`src/rtl/text_fetch_bus_pkg.sv`:
```
// Shared configuration for the text fetch bus: memory map, default timing and the text ROM image.
package rv_config;
  localparam logic [31:0] TEXT_BEGIN = 32'h0001_0000;
  localparam int          TEXT_BITS  = 8;
  localparam int          READ_LAT   = 2;
  localparam int          FIFO_DEPTH = 4;

  // Program text as 32-bit words; words past the boot stub hold an index-derived pattern.
  function automatic logic [31:0] text_rom_word(input logic [15:0] idx);
    logic [31:0] word;
    case (idx)
      16'd0:   word = 32'h0000_0013;
      16'd1:   word = 32'h0050_0113;
      16'd2:   word = 32'h00A0_0093;
      16'd3:   word = 32'h0020_81B3;
      16'd4:   word = 32'h0000_006F;
      default: word = {idx, ~idx};
    endcase
    return word;
  endfunction
endpackage

package constants;
  localparam int DATA_W_32 = 32;
  localparam int DATA_W_64 = 64;
endpackage

```
`src/rtl/text_fetch_bus_fifo.sv`:
```
// Synchronous FIFO with wrap-bit pointers; push and pop may coincide at any occupancy.
module text_fetch_fifo #(
  parameter int WIDTH = 32,
  parameter int DEPTH = 4
) (
  input  logic             clock,
  input  logic             reset,
  input  logic             push,
  input  logic [WIDTH-1:0] wdata,
  input  logic             pop,
  output logic [WIDTH-1:0] rdata,
  output logic             full,
  output logic             empty
);
  localparam int AW = $clog2(DEPTH);

  logic [WIDTH-1:0] mem [DEPTH];
  logic [AW:0]      wr_ptr;
  logic [AW:0]      rd_ptr;
  logic             do_push;
  logic             do_pop;

  assign empty   = (wr_ptr == rd_ptr);
  assign full    = (wr_ptr[AW] != rd_ptr[AW]) && (wr_ptr[AW-1:0] == rd_ptr[AW-1:0]);
  assign do_pop  = pop && !empty;
  assign do_push = push && (!full || do_pop);
  assign rdata   = mem[rd_ptr[AW-1:0]];

  // NOTE: storage is deliberately not reset; every read is qualified by the pointers.
  always_ff @(posedge clock) begin
    if (do_push) mem[wr_ptr[AW-1:0]] <= wdata;
  end

  always_ff @(posedge clock) begin
    if (reset) begin
      wr_ptr <= '0;
      rd_ptr <= '0;
    end else begin
      if (do_push) wr_ptr <= wr_ptr + (AW+1)'(1);
      if (do_pop)  rd_ptr <= rd_ptr + (AW+1)'(1);
    end
  end
endmodule

```
`src/rtl/text_fetch_bus.sv`:
```
// Pipelined, credit-limited program-text fetch bus with in-order responses.
// Define TEXT_FETCH_FAULT_EN to add the resp_fault output for out-of-range/misaligned fetches.
module text_fetch_bus #(
  parameter int                ADDR_W     = 32,
  parameter int                DATA_W     = constants::DATA_W_32,
  parameter logic [ADDR_W-1:0] TEXT_BEGIN = rv_config::TEXT_BEGIN,
  parameter int                TEXT_BITS  = rv_config::TEXT_BITS,
  parameter int                READ_LAT   = rv_config::READ_LAT,
  parameter int                FIFO_DEPTH = rv_config::FIFO_DEPTH
) (
  input  logic              clock,
  input  logic              reset,
  input  logic              req_valid,
  output logic              req_ready,
  input  logic [ADDR_W-1:0] req_addr,
  output logic              resp_valid,
  input  logic              resp_ready,
  output logic [DATA_W-1:0] resp_data
`ifdef TEXT_FETCH_FAULT_EN
  ,
  output logic              resp_fault
`endif
);
  localparam int OFF_W = $clog2(DATA_W / 8);
  localparam int IDX_W = TEXT_BITS - OFF_W;
  localparam int CNT_W = $clog2(FIFO_DEPTH) + 1;
`ifdef TEXT_FETCH_FAULT_EN
  localparam int FIFO_W = DATA_W + 1;
`else
  localparam int FIFO_W = DATA_W;
`endif
  // Range compare runs one bit wider so the last text address cannot wrap.
  localparam logic [ADDR_W:0] TEXT_LAST =
    {1'b0, TEXT_BEGIN} + (ADDR_W+1)'((64'd1 << TEXT_BITS) - 64'd1);

  typedef struct packed {
    logic              valid;
    logic [FIFO_W-1:0] payload;
  } stage_t;

  logic              accept;
  logic              consume;
  logic [CNT_W-1:0]  credits;
  logic [ADDR_W:0]   addr_x;
  logic              req_bad;
  logic [IDX_W-1:0]  word_idx;
  logic [DATA_W-1:0] rom_word;
  logic [DATA_W-1:0] req_data;
  stage_t            stage_in;
  stage_t            head;
  logic              fifo_full;
  logic              fifo_empty;
  logic [FIFO_W-1:0] fifo_rdata;

  assign req_ready  = (credits < CNT_W'(FIFO_DEPTH)) && !reset;
  assign accept     = req_valid && req_ready;
  assign resp_valid = !fifo_empty && !reset;
  assign consume    = resp_valid && resp_ready;

  assign addr_x   = {1'b0, req_addr};
  assign req_bad  = (addr_x < {1'b0, TEXT_BEGIN}) || (addr_x > TEXT_LAST) ||
                    (|req_addr[OFF_W-1:0]);
  assign word_idx = IDX_W'((req_addr - TEXT_BEGIN) >> OFF_W);

  generate
    if (DATA_W == constants::DATA_W_64) begin : g_rom64
      assign rom_word = {rv_config::text_rom_word(16'({word_idx, 1'b1})),
                         rv_config::text_rom_word(16'({word_idx, 1'b0}))};
    end else begin : g_rom32
      assign rom_word = rv_config::text_rom_word(16'(word_idx));
    end
  endgenerate

  assign req_data       = req_bad ? '0 : rom_word;
  assign stage_in.valid = accept;
`ifdef TEXT_FETCH_FAULT_EN
  assign stage_in.payload = {req_bad, req_data};
`else
  assign stage_in.payload = req_data;
`endif

  // READ_LAT-1 registers (the first is the ROM read) so the FIFO write lands in cycle t+READ_LAT-1.
  generate
    if (READ_LAT == 1) begin : g_lat1
      assign head = stage_in;
    end else begin : g_pipe
      stage_t pipe [READ_LAT-1];
      always_ff @(posedge clock) begin
        if (reset) begin
          for (int i = 0; i < READ_LAT - 1; i++) pipe[i].valid <= 1'b0;
        end else begin
          pipe[0] <= stage_in;
          for (int i = 1; i < READ_LAT - 1; i++) pipe[i] <= pipe[i-1];
        end
      end
      assign head = pipe[READ_LAT-2];
    end
  endgenerate

  always_ff @(posedge clock) begin
    if (reset)                   credits <= '0;
    else if (accept && !consume) credits <= credits + CNT_W'(1);
    else if (consume && !accept) credits <= credits - CNT_W'(1);
  end

  text_fetch_fifo #(
    .WIDTH (FIFO_W),
    .DEPTH (FIFO_DEPTH)
  ) u_fifo (
    .clock (clock),
    .reset (reset),
    .push  (head.valid),
    .wdata (head.payload),
    .pop   (consume),
    .rdata (fifo_rdata),
    .full  (fifo_full),
    .empty (fifo_empty)
  );

  // Outputs are gated to zero whenever no response is presented, so they are never X.
  assign resp_data = resp_valid ? fifo_rdata[DATA_W-1:0] : '0;
`ifdef TEXT_FETCH_FAULT_EN
  assign resp_fault = resp_valid && fifo_rdata[DATA_W];
`endif
endmodule

```
`config.mk`:
```
export PLATFORM = sky130hd
export DESIGN_NAME = text_fetch_bus
export DESIGN_NICKNAME = d
export VERILOG_FILES = /design/src/rtl/text_fetch_bus_pkg.sv /design/src/rtl/text_fetch_bus_fifo.sv /design/src/rtl/text_fetch_bus.sv
export SDC_FILE = /design/constraint.sdc
export NUM_CORES = 1
export LEC_CHECK = 0
export ABC_AREA = 1
export BUFFER_PORTS_ARGS = -buffer_cell sky130_fd_sc_hd__buf_2
export CAP_MARGIN = 5
export CORE_MARGIN = 3
export CORE_UTILIZATION = 40
export DETAILED_ROUTE_END_ITERATION = 8
export HOLD_SLACK_MARGIN = 0.02
export REMOVE_ABC_BUFFERS = 1
export SYNTH_ARGS = -nofsm -noshare
export SYNTH_HDL_FRONTEND = slang
export SYNTH_SLANG_ARGS = --single-unit
export TNS_END_PERCENT = 100
```
`constraint.sdc`:
```
create_clock -name clock -period 3.2 [get_ports clock]
set_input_delay 0.64 -clock clock [delete_from_list [all_inputs] [get_ports clock]]
set_output_delay 0.64 -clock clock [all_outputs]
set_load 0.05 [all_outputs]
```
Yosys cells after proc, flatten, opt, wreduce, memory -nomap -nowiden
Memory sizes are Yosys's and may differ from the RTL's. A register that Yosys moved wholly into a read port is not among the register bits.
Cells that the tools add are included.

word-level totals
  output and inout port bits = 34
  memory bits (writable) = 161
  bits in registers = 9
  memories kept = 2

memories
  name         words  width  rd ports  clocked after Yosys merged registers in  wr ports  line                       text
  u_fifo.mem   4      32     1         1                                        1         text_fetch_bus_fifo.sv:17  logic [WIDTH-1:0] mem [DEPTH];
  g_pipe.pipe  1      33     1         0                                        1         text_fetch_bus.sv:87       stage_t pipe [READ_LAT-1];

operators by class
  reduce and logical (&&, ||, !) cells = 21
  magnitude comparators = 3
  equality and inequality tests = 7
  multiplexer cells = 14
  bitwise gates (word level) = 1
  add/sub/neg operators = 5

operator list
  operator                count
  $pmux W24 S5            1
  $mux W32                2
  $mux W33                1
  $reduce_or A33 Y1       1
  $gt A32 B17 Y1 const B  1
  $lt A32 B17 Y1 const B  1
  $not A6 Y16             1
  $eq A6 B2 Y1 const B    2
  $add A3 B1 Y3 const B   3
  $logic_and A1 B1 Y1     9
  $sub A8 B1 Y8 const B   1
  $eq A6 B1 Y1 const B    1
  $eq A6 B3 Y1 const B    1
  $logic_not A6 Y1        1
  $mux W2                 3
  $mux W3                 2
  $logic_not A1 Y1        5
  $mux W1                 5
  $eq A3 B3 Y1            1
  $logic_or A1 B1 Y1      3
  $lt A3 B3 Y1 const B    1
  $sub A3 B1 Y3 const B   1
  $eq A2 B2 Y1            1
  $reduce_bool A2 Y1      1
  other kinds (2)         2

Longest topological paths before layout
Gate-level depths: netlist of run 1.

  word-level depth = 9
  gate-level depth with buffers = 13

Hierarchy
A second synthesis of run 1 with hierarchy kept.

second synthesis, totals
  cell total of the unflattened synthesis = 553
  area, all modules = 6492.5 um^2

modules (own cells, without submodules)
  module           cells each  area an instance (um^2)  times used
  text_fetch_fifo  375         5167.5                   1
  text_fetch_bus   178         1325.0                   1

Worst setup path after synthesis of run 1
Ideal clock, no wire load.

  path kind = input to output
  start point = in reset
  end point = out resp_data[10]
  setup slack = -0.170 ns
  path buffers = 3
  arrival = 2.730 ns
  stages = 6
  cell sequence = clkbuf_8 clkinv_1 nand2_1 buf_2 a21oi_1 buf_4

between the ends
  longest elaborated chain between the ends = 3

ends and longest elaborated chain
  item                 line                   text
  start, declared      text_fetch_bus.sv:12   input logic reset,
  $logic_not A1 Y1     text_fetch_bus.sv:57   assign resp_valid = !fifo_empty && !reset;
  $logic_and A1 B1 Y1  text_fetch_bus.sv:57
  $mux W32             text_fetch_bus.sv:121  assign resp_data = resp_valid ? fifo_rdata[DATA_W-1:0] : '0;
  end, declared        text_fetch_bus.sv:18   output logic [DATA_W-1:0] resp_data

Every way passes these cells.

Final worst setup path of run 1
  start point = reg u_fifo.wr_ptr[0]
  end point = out resp_data[13]

between the ends
  longest elaborated chain between the ends = 4

ends and longest elaborated chain
  item                    line                       text
  start, declared         text_fetch_bus_fifo.sv:18  logic [AW:0] wr_ptr;
  start signal, assigned  text_fetch_bus_fifo.sv:39  if (do_push) wr_ptr <= wr_ptr + (AW+1)'(1);
  $eq A3 B3 Y1            text_fetch_bus_fifo.sv:23  assign empty = (wr_ptr == rd_ptr);
  $logic_not A1 Y1        text_fetch_bus.sv:57
  $logic_and A1 B1 Y1     text_fetch_bus.sv:57
  $mux W32                text_fetch_bus.sv:121

Every way passes these cells.

==> results of run 1 <==
final cells by class:
type,instances,area [µm²]
repair buffers,71,380
clock buffers,9,225
flip-flops and latches,107,3090
inverters,29,109
well taps,140,175
multi-input cells,253,1180
fillers,987,5670
clock inverters,7,98.8
worst min-delay path by stage:
stage	end	slack, ns	cells past startpoint
floorplan	credits[0]$_SDFFE_PP0P_	0.45	1
CTS	u_fifo.mem[3][20]$_DFFE_PP_	0.50	0
finish	credits[0]$_SDFFE_PP0P_	0.49	1
detailed placement	u_fifo.mem[1][1]$_DFFE_PP_	0.48	0
global route	u_fifo.mem[1][5]$_DFFE_PP_	0.51	0
global placement	u_fifo.mem[1][1]$_DFFE_PP_	0.47	0
routing by layer:
metal / up-vias / GRT usage, % / part of all wire, %
met5: - / 0 / 0
met4: 0 / 5.93 / 1.6
met3: 9 / 1.94 / 4.1
met2: 79 / 25.7 / 51
met1: 1339 / 17.7 / 43
li1: 1495 / - / -
registers in the layout, indices dropped and copies added, names as in the netlist, named ones only:
register       cells
u_fifo.mem        76
u_fifo.wr_ptr      3
credits            3
g_pipe.pipe       20
u_fifo.rd_ptr      3
power by group through the flow:
stage / logic [µW] / clock network (µW) / registers [µW]
4_1_cts: 405 / 1190 / 1610
3_3_place_gp: 398 / 0 / 1640
5_1_grt: 442 / 1250 / 1620
6_report: 399 / 1180 / 1610
2_1_floorplan: 277 / 0 / 1640
3_5_place_dp: 403 / 0 / 1650
layout by cell type, fill, tap and decap left out, types with 2 or more instances in the layout:
cell type / netlist / final
a21oi_1: 29 / 29
buf_2: 8 / 61
buf_4: 13 / 10
bufinv_16: 0 / 2
clkbuf_16: 0 / 9
clkinv_1: 2 / 3
clkinvlp_4: 0 / 2
conb_1: 1 / 8
dfxtp_1: 12 / 12
edfxtp_1: 95 / 95
ha_1: 6 / 6
inv_1: 25 / 25
inv_2: 2 / 2
nand2_1: 31 / 31
nand3_1: 7 / 7
nand4_1: 2 / 2
nor2_1: 109 / 109
nor3_1: 6 / 6
nor3b_1: 3 / 3
o21ai_0: 42 / 42
xor2_1: 4 / 4
cell families (layout without fill, tap and decap cells):
kind of cell	after synthesis	count (layout)	share of synthesized area, %
compound gates	72	72	8.01
fa+ha+maj	7	7	2.10
simple gates	162	162	14.6
xor+xnor	4	4	0.773
flops	107	107	68.3
buf+inv	56	116	6.16
other cells	1	8	0.0828
critical path, cell delays in order, from the launching register on:
cell and delay, ns:
dfxtp_1 0.37, inv_1 0.12, nand2_1 0.06, nand2_1 0.05, nor2_1 0.05, nand2_1 0.12, nand2_1 0.07, buf_4 0.22
a21oi_1 0.28, buf_2 0.33
metrics by stage:
step,util (%),TNS [ns]
6_report,48.1,0
5_1_grt,48.1,0
4_1_cts,48.1,0
3_5_place_dp,45.2,0
3_3_place_gp,45.2,0
2_1_floorplan,-,-19.16
==> run_results.csv, run 1 <==
group,metric,value,unit
power_and_ir_drop,finalPower,3190,µW
clock_tree,htree_levels,3,
run,cap_viol_max_count,0,
placed_design,dpl_cell_area,4940,µm²
setup_path,critPathMaxFanout,20,
synthesis,synth_most_common_cell,"nor2_1",
power_and_ir_drop,vdd_ir_drop_max,323,µV
power_and_ir_drop,p_per_area,606,nW/µm²
sta,whs,0.488,ns
setup_path,timing.rr.end,"credits[2]$_SDFFE_PP0P_",
placed_design,portBuffers,61,
sta,min_period_over_period,83.1,%
outcome,status,"finished clean",
routing,vias,2922,
power_and_ir_drop,internal-power,2370,µW
finish,areaGrowthSynthToFinish,16.2,%
synthesis,synth-edff-count,95,
finish,antenna_cells,0,
sta,finalClockSkew,0.00848,ns
synthesis,synth_area_per_cell,11.1,µm²
setup_path,crit_path_start,"u_fifo.wr_ptr[0]$_SDFFE_PP0N_",
finish,fin_nets,514,
floorplanning,pin_count,70,
setup_path,end_kind,"output port",
synthesis,syn_area,4530,µm²
routing,remaining_drc_errors,0,
power_and_ir_drop,p_comb_share,12.5,%
clock_tree,cts_resized,0,
sta,period_minus_slack,2.66,ns
clock_tree,cts_hold_buf,0,
placed_design,dp_hpwl,5.57,mm
sta,rsz0062_at_grt,"false",
placed_design,dpl.cell_count,600,
setup_path,crit_end,"resp_data[13]",
clock_tree,cts_setup_buffers,0,
power_and_ir_drop,power.share.switching,25.7,%
setup_path,ff2ff_path_depth,13,
power_and_ir_drop,seq_power_share,50.5,%
floorplanning,core,10900,µm²
clock_tree,clk_pin_slew,0.07,ns
setup_path,r2r-start,"u_fifo.wr_ptr[0]$_SDFFE_PP0N_",
synthesis,ys_seq_area_share,68.3,%
clock_tree,clock_latency,0.34,ns
routing,final_antenna_net_count,0,
floorplanning,die_x,112,µm
synthesis,ys_top_cells_by_area,"edfxtp_1 (63%), nor2_1 (9.0%), dfxtp_1 (5.3%), o21ai_0 (4.6%), a21oi_1 (3.2%)",
clock_tree,numCtsBuffers,9,
routing,wl_per_cell,14.2,µm
clock_tree,clock_sinks,107,
setup_path,reg2reg_slack,1.00,ns
setup_path,arrival,2.02,ns
synthesis,synthCells,409,
sta,setup_viol,0,
finish,drive_above_1_share,19.1,%
synthesis,ys_ff_latch,107,
clock_tree,clockBufferDepth,2,
synthesis,async_reset_ff_share,0,%
grt,grt_pass1_wl,14.1,mm
synthesis,ys_top_cells_by_count,"nor2_1 (109), edfxtp_1 (95), o21ai_0 (42)",
clock_tree,cts_root_buf,"clkbuf_16",
floorplanning,initial_core_util,41.4,%
synthesis,yosysUniqueCellTypes,26,
floorplanning,die-area,12600,µm²
floorplanning,num_rows,38,
routing,viasPerCell,4.74,
clock_tree,cts_tree,"built",
sta,slew_violations,0,
routing,firstDrtPassIters,4,
sta,max_freq,376,MHz
grt,grt_max_degree,39,
routing,drt_iter0_drc,116,
floorplanning,fp.dieH,112,µm
power_and_ir_drop,power_leakage,0.00210,µW
grt,globalRouteOverflowTotal,0,
setup_path,cp-start-kind,"flop",
sta,maxSlewHeadroom,63.0,%
synthesis,yosysTopAreaCellShare,63.0,%
setup_path,path_class,"flop to output port",
power_and_ir_drop,power_switching,821,µW
synthesis,yosysWarnings,0,
grt,grt_use_total,14.4,%
grt,grt_pass1_vias,2791,
synthesis,synth_top_cell_by_area,"edfxtp_1",
sta,tightest_slew,0.554,ns
placed_design,place_ws,0.554,ns
min_path,min-delay-start,"credits[0]$_SDFFE_PP0P_",
grt,antenna_found_initial,0,
min_path,hp-class,"flop to flop",
finish,fin_cells,616,
power_and_ir_drop,power_frac_clock,37.0,%
synthesis,synth_flop_cell,"edfxtp_1",
sta,setup_slack,0.540,ns
finish,fin_area,5270,µm²
placed_design,gp_congestion,0.779,
sta,finalHoldViolations,0,
setup_path,worst_ep_required_time,2.56,ns
routing,wirelength,8.74,mm
Power figures use the tool's default switching activity.
==> inputs of run 2 (changes only) <==
==> constraint.sdc (replaced) <==
create_clock -name clock -period 2.6 [get_ports clock]
set_input_delay 0.52 -clock clock [delete_from_list [all_inputs] [get_ports clock]]
set_output_delay 0.52 -clock clock [all_outputs]
set_load 0.05 [all_outputs]
==> run 2 against run 1 <==
  * Non-clock buffer count grew 6
  * Power grew 17%
  * Flip-flop and latch count unchanged
  * Clock skew is 0.00051 ns lower
  * Largest power group unchanged
  * Highest routed layer is now met5
==> run_results.csv, run 2 (synthesis results as in run 1) <==
group,metric,value,unit
finish,fin_area,5270,µm²
floorplanning,die-area,12600,µm²
placed_design,dp_hpwl,6.04,mm
finish,antenna_cells,0,
grt,grt_pass1_wl,14.7,mm
grt,grt_max_degree,24,
min_path,min-delay-start,"req_valid",
routing,vias,2996,
min_path,hold_depth,2,
sta,setup_viol,0,
routing,wirelength,9.07,mm
floorplanning,core,10900,µm²
routing,wl_per_cell,14.6,µm
finish,fin_nets,520,
finish,drive_above_1_share,20.7,%
finish,final_cell_mix,"nor2_1 (109), edfxtp_1 (95), buf_2 (61)",
grt,globalRouteOverflowTotal,0,
setup_path,timing.rr.end,"credits[2]$_SDFFE_PP0P_",
sta,rsz0062_at_grt,"false",
grt,antenna_found_initial,1,
sta,period_minus_slack,2.43,ns
sta,max_freq,412,MHz
clock_tree,clk_pin_slew,0.07,ns
floorplanning,fp.dieH,112,µm
outcome,status,"finished clean",
finish,layout_commonest_cell,"nor2_1",
routing,final_antenna_net_count,0,
sta,min_period_over_period,93.3,%
sta,finalClockSkew,0.00797,ns
setup_path,end_kind,"output port",
power_and_ir_drop,p_per_area,712,nW/µm²
clock_tree,cts_tree,"built",
clock_tree,cts_setup_buffers,0,
finish,largest_reg_flops,76,
run,cap_viol_max_count,0,
clock_tree,clockBufferDepth,2,
floorplanning,num_rows,38,
setup_path,path_class,"flop to output port",
clock_tree,clock_latency,0.34,ns
finish,fin_util,48.2,%
power_and_ir_drop,finalPower,3750,µW
clock_tree,numCtsBuffers,9,
clock_tree,clock_sinks,107,
routing,drt_iter0_drc,282,
placed_design,dpl_cell_area,4990,µm²
placed_design,gp_congestion,0.755,
min_path,hold_path_end,"g_pipe.pipe[0][32]$_SDFF_PP0_",
floorplanning,pin_count,70,
routing,remaining_drc_errors,0,
routing,viasPerCell,4.82,
clock_tree,cts_root_buf,"clkbuf_16",
floorplanning,initial_core_util,41.4,%
setup_path,reg2reg_slack,0.45,ns
floorplanning,die_x,112,µm
power_and_ir_drop,power_leakage,0.00211,µW
finish,areaGrowthSynthToFinish,16.3,%
sta,finalHoldViolations,0,
setup_path,arrival,1.91,ns
placed_design,portBuffers,61,
clock_tree,htree_levels,3,
setup_path,worst_ep_required_time,2.08,ns
routing,firstDrtPassIters,4,
setup_path,ff2ff_path_depth,13,
setup_path,cp-start-kind,"flop",
setup_path,critPathMaxFanout,7,
grt,grt_use_total,14.9,%
sta,slew_violations,0,
power_and_ir_drop,vdd_ir_drop_max,330,µV
min_path,hp-class,"input port to flop",
grt,grt_pass1_vias,2924,
setup_path,r2r-start,"u_fifo.wr_ptr[1]$_SDFFE_PP0N_",
## run 2: cell count changes in the layout (fill, tap and decap cells not counted), sizes merged
cell      change
inv           +1
clkinvlp      -2
clkinv        +3
bufinv        -2
buf           +6
## run 2: stage by stage
step	instances	hold WS, ns	setup WS (ns)	setup TNS (ns)
after CTS	622	0.437	0.0228	0
after global routing	622	0.452	0.0174	0
after detailed placement	606	0.477	0.349	0
after global placement	606	0.476	0.398	0
after floorplan	389	0.455	-3.55	-22.10
final	622	0.449	0.173	0
## run 2: worst max path at each step
stage / endpoint / cells past startpoint / startpoint
2_1_floorplan: resp_data[10] / 3 / reset
3_3_place_gp: resp_data[10] / 5 / reset
3_5_place_dp: resp_data[13] / 5 / reset
4_1_cts: resp_data[13] / 8 / u_fifo.wr_ptr[0]$_SDFFE_PP0N_
5_1_grt: resp_data[4] / 9 / u_fifo.wr_ptr[1]$_SDFFE_PP0N_
6_report: resp_data[20] / 7 / u_fifo.rd_ptr[2]$_SDFFE_PP0N_
## run 2: what timing repair did
item                                    CTS  global route
gates resized for setup                   0             3
endpoints found under the hold margin     0             0
hold buffers                              0             0
endpoints found under the setup margin    0            22
## run 2: area by class of cell
| type | instances | area (µm²) |
|---|---|---|
| tap | 140 | 175 |
| fill | 995 | 5670 |
| clock inverter | 7 | 48.8 |
| inverter | 29 | 109 |
| clock buffer | 9 | 225 |
| multi-input combinational | 253 | 1190 |
| sequential | 107 | 3090 |
| timing repair buffer | 77 | 425 |
## run 2: per-layer routing
metal / routed length [µm] / track usage [%]
met1: 4100 / 19.7
met2: 4440 / 24.9
met3: 457 / 2.37
met4: 60 / 5.69
met5: 13 / 0
## run 2: worst max-delay path: stages, from the launching register on
cell and delay, ns:
dfxtp_1 0.39, xor2_1 0.20, inv_1 0.06, nand2_1 0.13, nand2_2 0.15, buf_4 0.20, a21oi_1 0.15, buf_2 0.29
## run 2: power by group
group / internal [µW] / switching, µW / total [µW] / leakage [µW]
Combinational: 134 / 370 / 504 / 0.00101
Clock: 655 / 601 / 1260 / 0.000138
Sequential: 1940 / 43.5 / 1990 / 0.000968
